File: config.mk
export PLATFORM = sky130hd
export DESIGN_NAME = rf_write_ctrl_flat
export DESIGN_NICKNAME = d
export VERILOG_FILES = /design/src/rtl/rf_ctrl_pkg.sv /design/src/rtl/rf_write_ctrl_if.sv /design/src/rtl/rf_write_ctrl_rr_arbiter.sv /design/src/rtl/rf_write_ctrl.sv /design/src/flat_wrapper.sv
export SDC_FILE = /design/constraint.sdc
export NUM_CORES = 1
export LEC_CHECK = 0
export ABC_AREA = 1
export BUFFER_PORTS_ARGS = -buffer_cell sky130_fd_sc_hd__buf_4
export CAP_MARGIN = 20
export CORE_MARGIN = 3
export CORE_UTILIZATION = 60
export CTS_BUF_LIST = sky130_fd_sc_hd__clkbuf_4
export CTS_CLUSTER_SIZE = 25
export DETAILED_ROUTE_END_ITERATION = 16
export HOLD_SLACK_MARGIN = 0.08
export MAX_ROUTING_LAYER = met4
export PLACE_DENSITY = 0.84
export SLEW_MARGIN = 10
export SYNTH_ARGS = -nofsm -noshare
export SYNTH_HDL_FRONTEND = slang
export SYNTH_SLANG_ARGS = --single-unit
File: constraint.sdc
create_clock -name clk -period 3.8 [get_ports clk]
set_input_delay 0.76 -clock clk [delete_from_list [all_inputs] [get_ports clk]]
set_output_delay 0.76 -clock clk [all_outputs]
set_load 0.02 [all_outputs]
File: src/rtl/rf_ctrl_pkg.sv
// Shared types and sizes for the register-file write-back controller.
package rf_ctrl_pkg;

  localparam int XLEN       = 32;
  localparam int REG_ADDR_W = 5;
  localparam int NUM_REGS   = 32;

  typedef logic [REG_ADDR_W-1:0] reg_addr_t;

  typedef struct packed {
    reg_addr_t       addr;
    logic [XLEN-1:0] data;
  } wb_req_t;

endpackage

File: src/rtl/rf_write_ctrl_if.sv
// Write-back request bundle: one valid/ready handshake plus destination and value per requester.
interface rf_write_ctrl_if #(
  parameter int N_REQ = 2,
  parameter int DW    = 32
);

  logic [N_REQ-1:0]                         req_valid;
  logic [N_REQ-1:0]                         req_ready;
  rf_ctrl_pkg::reg_addr_t [N_REQ-1:0]       req_addr;
  logic [N_REQ-1:0][DW-1:0]                 req_data;

  modport master (
    output req_valid,
    output req_addr,
    output req_data,
    input  req_ready
  );

  modport slave (
    input  req_valid,
    input  req_addr,
    input  req_data,
    output req_ready
  );

endinterface

File: src/rtl/rf_write_ctrl_rr_arbiter.sv
// Round-robin arbiter: one-hot grant, the most recently granted requester has lowest priority.
module rr_arbiter #(
  parameter int N = 2
) (
  input  logic         clk,
  input  logic         rst_n,
  input  logic [N-1:0] req,
  input  logic         en,
  output logic [N-1:0] gnt
);

  localparam int IW = (N > 1) ? $clog2(N) : 1;

  logic [IW-1:0] last_reg;
  logic [IW-1:0] last_next;
  logic          found;

  // Two passes: requesters above the last winner first, then wrap around.
  always_comb begin
    gnt       = '0;
    last_next = last_reg;
    found     = 1'b0;
    for (int i = 0; i < N; i++) begin
      if (!found && req[i] && (i > int'(last_reg))) begin
        gnt[i]    = 1'b1;
        last_next = IW'(i);
        found     = 1'b1;
      end
    end
    for (int i = 0; i < N; i++) begin
      if (!found && req[i] && (i <= int'(last_reg))) begin
        gnt[i]    = 1'b1;
        last_next = IW'(i);
        found     = 1'b1;
      end
    end
  end

  // Resetting to the highest index makes requester 0 the first in line.
  always_ff @(posedge clk or negedge rst_n) begin
    if (!rst_n) begin
      last_reg <= IW'(N - 1);
    end else if (en) begin
      last_reg <= last_next;
    end
  end

endmodule

File: src/rtl/rf_write_ctrl.sv
// Register-file write-back controller: per-requester hold buffers, round-robin write port, pending-write scoreboard.
module rf_write_ctrl #(
  parameter int N_REQ = 2,
  parameter int XLEN  = rf_ctrl_pkg::XLEN
) (
  input  logic                                clk,
  input  logic                                rst_n,
  rf_write_ctrl_if.slave                      wb,
  input  logic                                rsv_valid,
  input  rf_ctrl_pkg::reg_addr_t              rsv_addr,
  output logic                                rsv_ready,
  input  rf_ctrl_pkg::reg_addr_t              chk_rs1,
  input  rf_ctrl_pkg::reg_addr_t              chk_rs2,
  output logic                                stall,
  output logic                                RegWrite,
  output rf_ctrl_pkg::reg_addr_t              WriteRegister,
  output logic [XLEN-1:0]                     WriteData,
  output logic [rf_ctrl_pkg::NUM_REGS-1:0]    busy
);

  import rf_ctrl_pkg::*;

  logic [N_REQ-1:0]    hold_valid_reg;
  reg_addr_t           hold_addr_reg [N_REQ];
  logic [XLEN-1:0]     hold_data_reg [N_REQ];

  logic [N_REQ-1:0]    arb_req;
  logic [N_REQ-1:0]    grant;
  logic [N_REQ-1:0]    ready;

  logic                gnt_any;
  reg_addr_t           gnt_addr;
  logic [XLEN-1:0]     gnt_data;

  logic                regwrite_reg;
  reg_addr_t           wreg_reg;
  logic [XLEN-1:0]     wdata_reg;

  logic [NUM_REGS-1:0] busy_reg;
  logic [NUM_REGS-1:0] busy_next;
  logic                rsv_set;

  // x0 holds never compete for the port; they simply drain.
  for (genvar gi = 0; gi < N_REQ; gi++) begin : g_req
    assign arb_req[gi] = hold_valid_reg[gi] && (hold_addr_reg[gi] != '0);
  end

  rr_arbiter #(.N(N_REQ)) u_arb (
    .clk   (clk),
    .rst_n (rst_n),
    .req   (arb_req),
    .en    (gnt_any),
    .gnt   (grant)
  );

  assign ready        = ~hold_valid_reg | grant;
  assign wb.req_ready = ready;

  always_ff @(posedge clk or negedge rst_n) begin
    if (!rst_n) begin
      hold_valid_reg <= '0;
      for (int i = 0; i < N_REQ; i++) begin
        hold_addr_reg[i] <= '0;
        hold_data_reg[i] <= '0;
      end
    end else begin
      for (int i = 0; i < N_REQ; i++) begin
        if (wb.req_valid[i] && ready[i]) begin
          hold_valid_reg[i] <= 1'b1;
          hold_addr_reg[i]  <= wb.req_addr[i];
          hold_data_reg[i]  <= wb.req_data[i];
        end else if (grant[i] || !arb_req[i]) begin
          hold_valid_reg[i] <= 1'b0;
        end
      end
    end
  end

  always_comb begin
    gnt_any  = |grant;
    gnt_addr = '0;
    gnt_data = '0;
    for (int i = 0; i < N_REQ; i++) begin
      if (grant[i]) begin
        gnt_addr = hold_addr_reg[i];
        gnt_data = hold_data_reg[i];
      end
    end
  end

  // Address/data only move on a grant so the bank sees a stable value.
  always_ff @(posedge clk or negedge rst_n) begin
    if (!rst_n) begin
      regwrite_reg <= 1'b0;
      wreg_reg     <= '0;
      wdata_reg    <= '0;
    end else begin
      regwrite_reg <= gnt_any;
      if (gnt_any) begin
        wreg_reg  <= gnt_addr;
        wdata_reg <= gnt_data;
      end
    end
  end

  assign RegWrite      = regwrite_reg;
  assign WriteRegister = wreg_reg;
  assign WriteData     = wdata_reg;

  assign rsv_ready = !busy_reg[rsv_addr];
  assign rsv_set   = rsv_valid && rsv_ready && (rsv_addr != '0);

  // Set is applied after clear so a same-edge reservation survives the write.
  always_comb begin
    busy_next = busy_reg;
    if (gnt_any) begin
      busy_next[gnt_addr] = 1'b0;
    end
    if (rsv_set) begin
      busy_next[rsv_addr] = 1'b1;
    end
    busy_next[0] = 1'b0;
  end

  always_ff @(posedge clk or negedge rst_n) begin
    if (!rst_n) begin
      busy_reg <= '0;
    end else begin
      busy_reg <= busy_next;
    end
  end

  assign busy  = busy_reg;
  assign stall = busy_reg[chk_rs1] || busy_reg[chk_rs2];

endmodule

File: src/flat_wrapper.sv
// flat-port wrapper written by rule: the top's interface ports become plain ports
module rf_write_ctrl_flat import rf_ctrl_pkg::*;
#(
  parameter int N_REQ = 2,
  parameter int XLEN  = rf_ctrl_pkg::XLEN
)
  (clk, rst_n, rsv_valid, rsv_addr, rsv_ready, chk_rs1, chk_rs2, stall, RegWrite, WriteRegister, WriteData, busy, wb_req_valid, wb_req_addr, wb_req_data, wb_req_ready);
  rf_write_ctrl_if #(.N_REQ(N_REQ), .DW(32)) wb_i ();
  input  logic clk;
  input  logic rst_n;
  input  logic rsv_valid;
  input  rf_ctrl_pkg::reg_addr_t rsv_addr;
  output logic rsv_ready;
  input  rf_ctrl_pkg::reg_addr_t chk_rs1;
  input  rf_ctrl_pkg::reg_addr_t chk_rs2;
  output logic stall;
  output logic RegWrite;
  output rf_ctrl_pkg::reg_addr_t WriteRegister;
  output logic [XLEN-1:0] WriteData;
  output logic [rf_ctrl_pkg::NUM_REGS-1:0] busy;
  input wire logic [$bits(wb_i.req_valid)-1:0] wb_req_valid;
  input wire logic [$bits(wb_i.req_addr)-1:0] wb_req_addr;
  input wire logic [$bits(wb_i.req_data)-1:0] wb_req_data;
  output wire logic [$bits(wb_i.req_ready)-1:0] wb_req_ready;
  assign wb_i.req_valid = wb_req_valid;
  assign wb_i.req_addr = wb_req_addr;
  assign wb_i.req_data = wb_req_data;
  assign wb_req_ready = wb_i.req_ready;
  rf_write_ctrl #(.N_REQ(N_REQ), .XLEN(XLEN)) u_core (.clk(clk), .rst_n(rst_n), .wb(wb_i), .rsv_valid(rsv_valid), .rsv_addr(rsv_addr), .rsv_ready(rsv_ready), .chk_rs1(chk_rs1), .chk_rs2(chk_rs2), .stall(stall), .RegWrite(RegWrite), .WriteRegister(WriteRegister), .WriteData(WriteData), .busy(busy));
endmodule
# Word-level counts from Yosys, hierarchy flattened
# Index checks and enable logic that the tools add are counted.
# word_totals
inputBits,94
ram_bits,0
out_inout_bits,74
elab_cells,79
latchBits,0
rom_bits,0
memories,0
reg_bits,146
# classes
multipliers,0
eq_ne,0
magnitude_cmp,8
n_div,0
mux,27
bitwise,5
n_reduce_logical,28
shift,0
n_addsub,0
# ops
operator,n
$mux 32,4
$and 32x32->32,1
$not 32->32,1
$or 32x32->32,1
$lt 5x6->1 const B,4
$mux 1,16
$bmux 1 s5,3
$reduce_bool 5->1,3
$logic_and 1x1->1,12
$demux 1 s5,2
$ge 5x1->1 const B,2
$mux 5,2
$logic_not 1->1,5
$reduce_bool 2->1,2
$logic_or 1x1->1,3
$reduce_bool 3->1,1
$not 2->2,1
$or 2x2->2,1
$reduce_and 2->1,1
$reduce_or 2->1,1
$gt 1x1->1 const A,1
$le 1x1->1 const A,1

# Longest topological paths before layout
# logic_depth
word_depth,21
ltp_mapped,15
depth_no_buf,12

# By module
# A second synthesis with hierarchy kept.
# unflattened
cells_unflattened,806
area_unflattened_um2,7038.0
# modules_own_cells
module,cells_per_inst,area_each_um2,instances,seq_area_each_um2
rf_write_ctrl,798,6976.7,1,3628.5
rr_arbiter,8,61.3,1,26.3

# Worst setup path after synthesis
# No wires, ideal clock.
# synth_timing
path_kind,input to output
startpoint,input chk_rs2[0]
endpoint,output stall
required_time_ns,3.040
stages,11
path_buffers,2
slack_ns,1.173
arrival_ns,1.867
cell_sequence,clkbuf_1 > inv_2 > clkbuf_1 > nor2_1 > o22ai_1 > nand2_1 > nand3_1 > nand2_1 > nand2_1 > o21ai_1 > nand2_1
# synth_via
elab_chain_len,3
# synth_rtl
item,line,text
start: declaration,flat_wrapper.sv:15,input rf_ctrl_pkg::reg_addr_t chk_rs2;
$bmux 1 s5,rf_write_ctrl.sv:134,assign stall = busy_reg[chk_rs1] || busy_reg[chk_rs2];
$mux 1 (implied by the code),rf_write_ctrl.sv:134,
$logic_or 1x1->1,rf_write_ctrl.sv:134,
end: declaration,flat_wrapper.sv:16,output logic stall;
# Every way passes these cells. The select of a mux whose other input is x is not followed.

# Final worst setup path
# layout_timing
startpoint,input rsv_addr[0]
endpoint,output rsv_ready
# layout_via
elab_chain_len,3
# layout_rtl
item,line,text
start: declaration,flat_wrapper.sv:12,input rf_ctrl_pkg::reg_addr_t rsv_addr;
$bmux 1 s5,rf_write_ctrl.sv:110,assign rsv_ready = !busy_reg[rsv_addr];
$mux 1 (implied by the code),rf_write_ctrl.sv:110,
$logic_not 1->1,rf_write_ctrl.sv:110,
end: declaration,flat_wrapper.sv:13,output logic rsv_ready;
# Every way passes these cells. The select of a mux whose other input is x is not followed.

==> impl_summary.log <==
[metrics] Hold Crit Class: primary input to asynchronous set/reset pin
[metrics] floorplan row count: 38
[metrics] switching power: 0.00332 W
[metrics] internal reg-to-reg setup slack: 1.37 ns
[metrics] Slew HR: 31.1%
[metrics] count of flip-flops with a built-in enable after synthesis: 0
[metrics] CTS root buffer: clkbuf_4
[metrics] launch point of the critical path: rsv_addr[0]
[metrics] Total Die Area: 13,000 um^2
[metrics] number of flip-flops under the largest register name: 64
[metrics] reg2reg path depth: 7
[metrics] leakage power of the design: 4.24 nW
[metrics] post-synth top area cell: dfrtp_1
[metrics] Reg clk slew, reported paths: 0.13 ns
[metrics] total power: 0.00736 W
[metrics] Int Power: 0.00404 W
[metrics] Num CTS Buffers: 17
[metrics] width of the die: 114 um
[metrics] antenna violations before repair: 0
[metrics] Final TNS setup: 0 ns
[metrics] ratio of cells with drive above 1 in the final layout: 24.2%
[metrics] total of cells resized after clock tree synthesis: 0
[metrics] Routability Congestion: 0.974
[metrics] number of maximum-capacitance constraint violations: 0
[metrics] Pre-antenna DRT Iters: 6
[metrics] crit path DAT: 2.06 ns
[metrics] critical path cell sequence: buf_4 > inv_2 > nor2_2 > nand2_1 > nand3_1 > nand2_1 > nand2_1 > nor2_1 > nand2_1 > inv_1 > buf_4
[metrics] height of the chip: 114 um
[metrics] power share of the combinational group: 45.6%
[metrics] worst path buffer plus inverter count: 4
[metrics] cell mode on critical path: nand2_1
[metrics] # Post-CTS Setup Buffers: 0
[metrics] ports placed on the boundary: 168
[metrics] endpoint kind of the worst setup timing path: output port
[metrics] H-tree levels: 4
[metrics] post-route DRC violation count: 0
[metrics] largest delay contributor family on the critical path: simple AND/OR/NAND/NOR gates
[metrics] actual transition at the worst max-transition pin: 1.03 ns
[metrics] final-report hold violation count: 0
[metrics] clock sink count: 146
[metrics] average footprint of a synthesized cell: 8.83 um^2
[metrics] CTS tree: built
[metrics] Layout Utilization: 77.7%
[metrics] most used standard cells in the synthesized netlist: 264 x nand2_1, 145 x dfrtp_1, 85 x nand3_1, 71 x mux2_1, 52 x o21ai_0
[metrics] post-synthesis cell type count: 25
[metrics] maximum number of pins on one net before global-route repair: 129
[metrics] Via-to-Cell Ratio: 5.86
[metrics] post-place instance area: 8260 um^2
[metrics] Filler cells: 818
[metrics] cells taking the most area after synthesis: dfrtp_1 52%, nand2_1 14%, mux2_1 11%, nand3_1 6.1%, o21ai_0 3.7%
[metrics] Yosys reg bits: 146
[metrics] Layout Cell Area excl Fill: 8610 um^2
[metrics] Max Fanout on Critical Path: 22
[metrics] average detailed-routed wire length per instance: 17.9 um
[metrics] total vias in the final route: 6,445
[metrics] part of the Yosys area used for sequential elements: 52.4%
[metrics] number of warning messages in the yosys log: 0
[metrics] maximum vdd ir drop: 0.000528 V
[metrics] kind of critical path: primary input to output port
[metrics] clock share of power: 13.9%
[metrics] maximum clock frequency: 355 MHz
[metrics] CTS max path bufs: 2
[metrics] result of the run: finished, final reports clean
[metrics] number of global-route vias before repair: 6,415
[metrics] type of element launching the critical path: primary input
[metrics] total global routing track utilization: 32.2%
[metrics] HPWL Detailed: 14,200 um
[metrics] slowest CP cell: nor2_2
[metrics] top-area cell type share of the netlist area: 52.0%
[metrics] total core area: 11,100 um^2
[metrics] synthesized area: 6970 um^2
[metrics] leading register cell type out of synthesis: dfrtp_1
[metrics] Worst EP required: 3.04 ns
[metrics] final-stage net count: 1,041
[metrics] Post-Synthesis Cells: 790
[metrics] final worst path period need: 2.82 ns
[metrics] Final setup viols: 0
[metrics] input/output buffers: 166
[metrics] starting density of the core: 63.0%
[metrics] share of total power consumed by net switching: 45.1%
[metrics] power density over cell area: 855 nW/um^2
[metrics] unrepaired setup endpoints after global routing: false
[metrics] fin. max-slew vios: 0
[metrics] FFs w/ async S/R, synth: 100%
[metrics] diodes inserted: 0
[metrics] share of power burned in registers: 40.6%
[metrics] Area growth, synth to finish: 23.4%
[metrics] net count after synthesis: 884
[metrics] portion of the clock cycle consumed by the worst path in the final layout: 74.1%
[metrics] total wire length: 19,700 um
[metrics] CTS hold repair buffers: 0
[metrics] worst clock skew on the final layout: 0.0265 ns
[metrics] first-pass GRT wire length: 31,600 um
[metrics] drt initial violations: 662
[metrics] CP peak stage delay: 0.30 ns
[metrics] instance count on the critical path: 11
[metrics] total congestion overflow after global routing: 0
[metrics] worst-skew pair later-pin latency: 0.56 ns
[metrics] Crit Reg-Reg Startpoint: u_core.hold_addr_reg[3]
[metrics] Final ANT Viol Nets: 0
[metrics] top-count cell post-synth: nand2_1
==> metal layers <==
layer	vias up	track usage (%)	share of wire, %
met4	0	12.8	3.3
li1	2949	-	-
met1	3074	40.1	39
met5	-	-	0
met2	354	50.6	47
met3	68	8.81	11
==> per-stage QoR <==
step	setup WS, ns	hold WS (ns)	std cells
global route	0.813	0.226	1100
CTS	0.999	0.364	1098
global placement	1.04	0.457	1066
floorplan	1.17	0.448	790
finish	0.984	0.208	1100
detailed placement	1.00	0.467	1066
==> final timing paths <==
kind / endpoint
worst max-delay path: rsv_ready
worst min-delay path: u_core.hold_data_reg[12]
worst max register to register: u_core.hold_data_reg[59]
worst min register to register: u_core.WriteData[27]
max in group asynchronous: u_core.hold_data_reg[22]
min in group clk: u_core.hold_data_reg[2]
==> power by group through the flow <==
stage                     logic (W)  registers [W]  clock network (W)
after detailed placement    0.00331        0.00298                  0
after global routing        0.00368        0.00307            0.00110
after floorplan             0.00170        0.00320                  0
after global placement      0.00318        0.00294                  0
after CTS                   0.00332        0.00296            0.00103
final                       0.00335        0.00298            0.00102
==> cells by family (layout without fill, tap and decap cells) <==
kind of cell           count (synthesis)  count (layout)  synth area share, %
and+or+nand+nor                      421             421                 25.4
muxes                                 71              71                 11.5
DFF                                  146             146                 52.4
other                                  1               1               0.0538
buffers and inverters                 70             240                 4.40
AOI/OAI and AO/OA                     81              81                 6.28
==> cell type report <==
cell class	instances	area, um^2	share of cell area [%]
multi-input cells	574	3020	35.1
clock buffers	19	143	1.66
clock inverters	13	154	1.79
well taps	140	175	2.04
flip-flops and latches	146	3650	42.5
inverters	38	143	1.66
repair buffers	170	1320	15.3
==> cells in the final DEF, fill, tap and decap left out, types with 13 or more instances in the layout <==
master	count
buf_4	167
clkbuf_4	19
dfrtp_1	145
inv_1	21
inv_2	17
mux2_1	71
nand2_1	262
nand3_1	85
nand4_1	13
nor2_1	47
o21ai_0	52
Power figures use the tool's default switching activity.
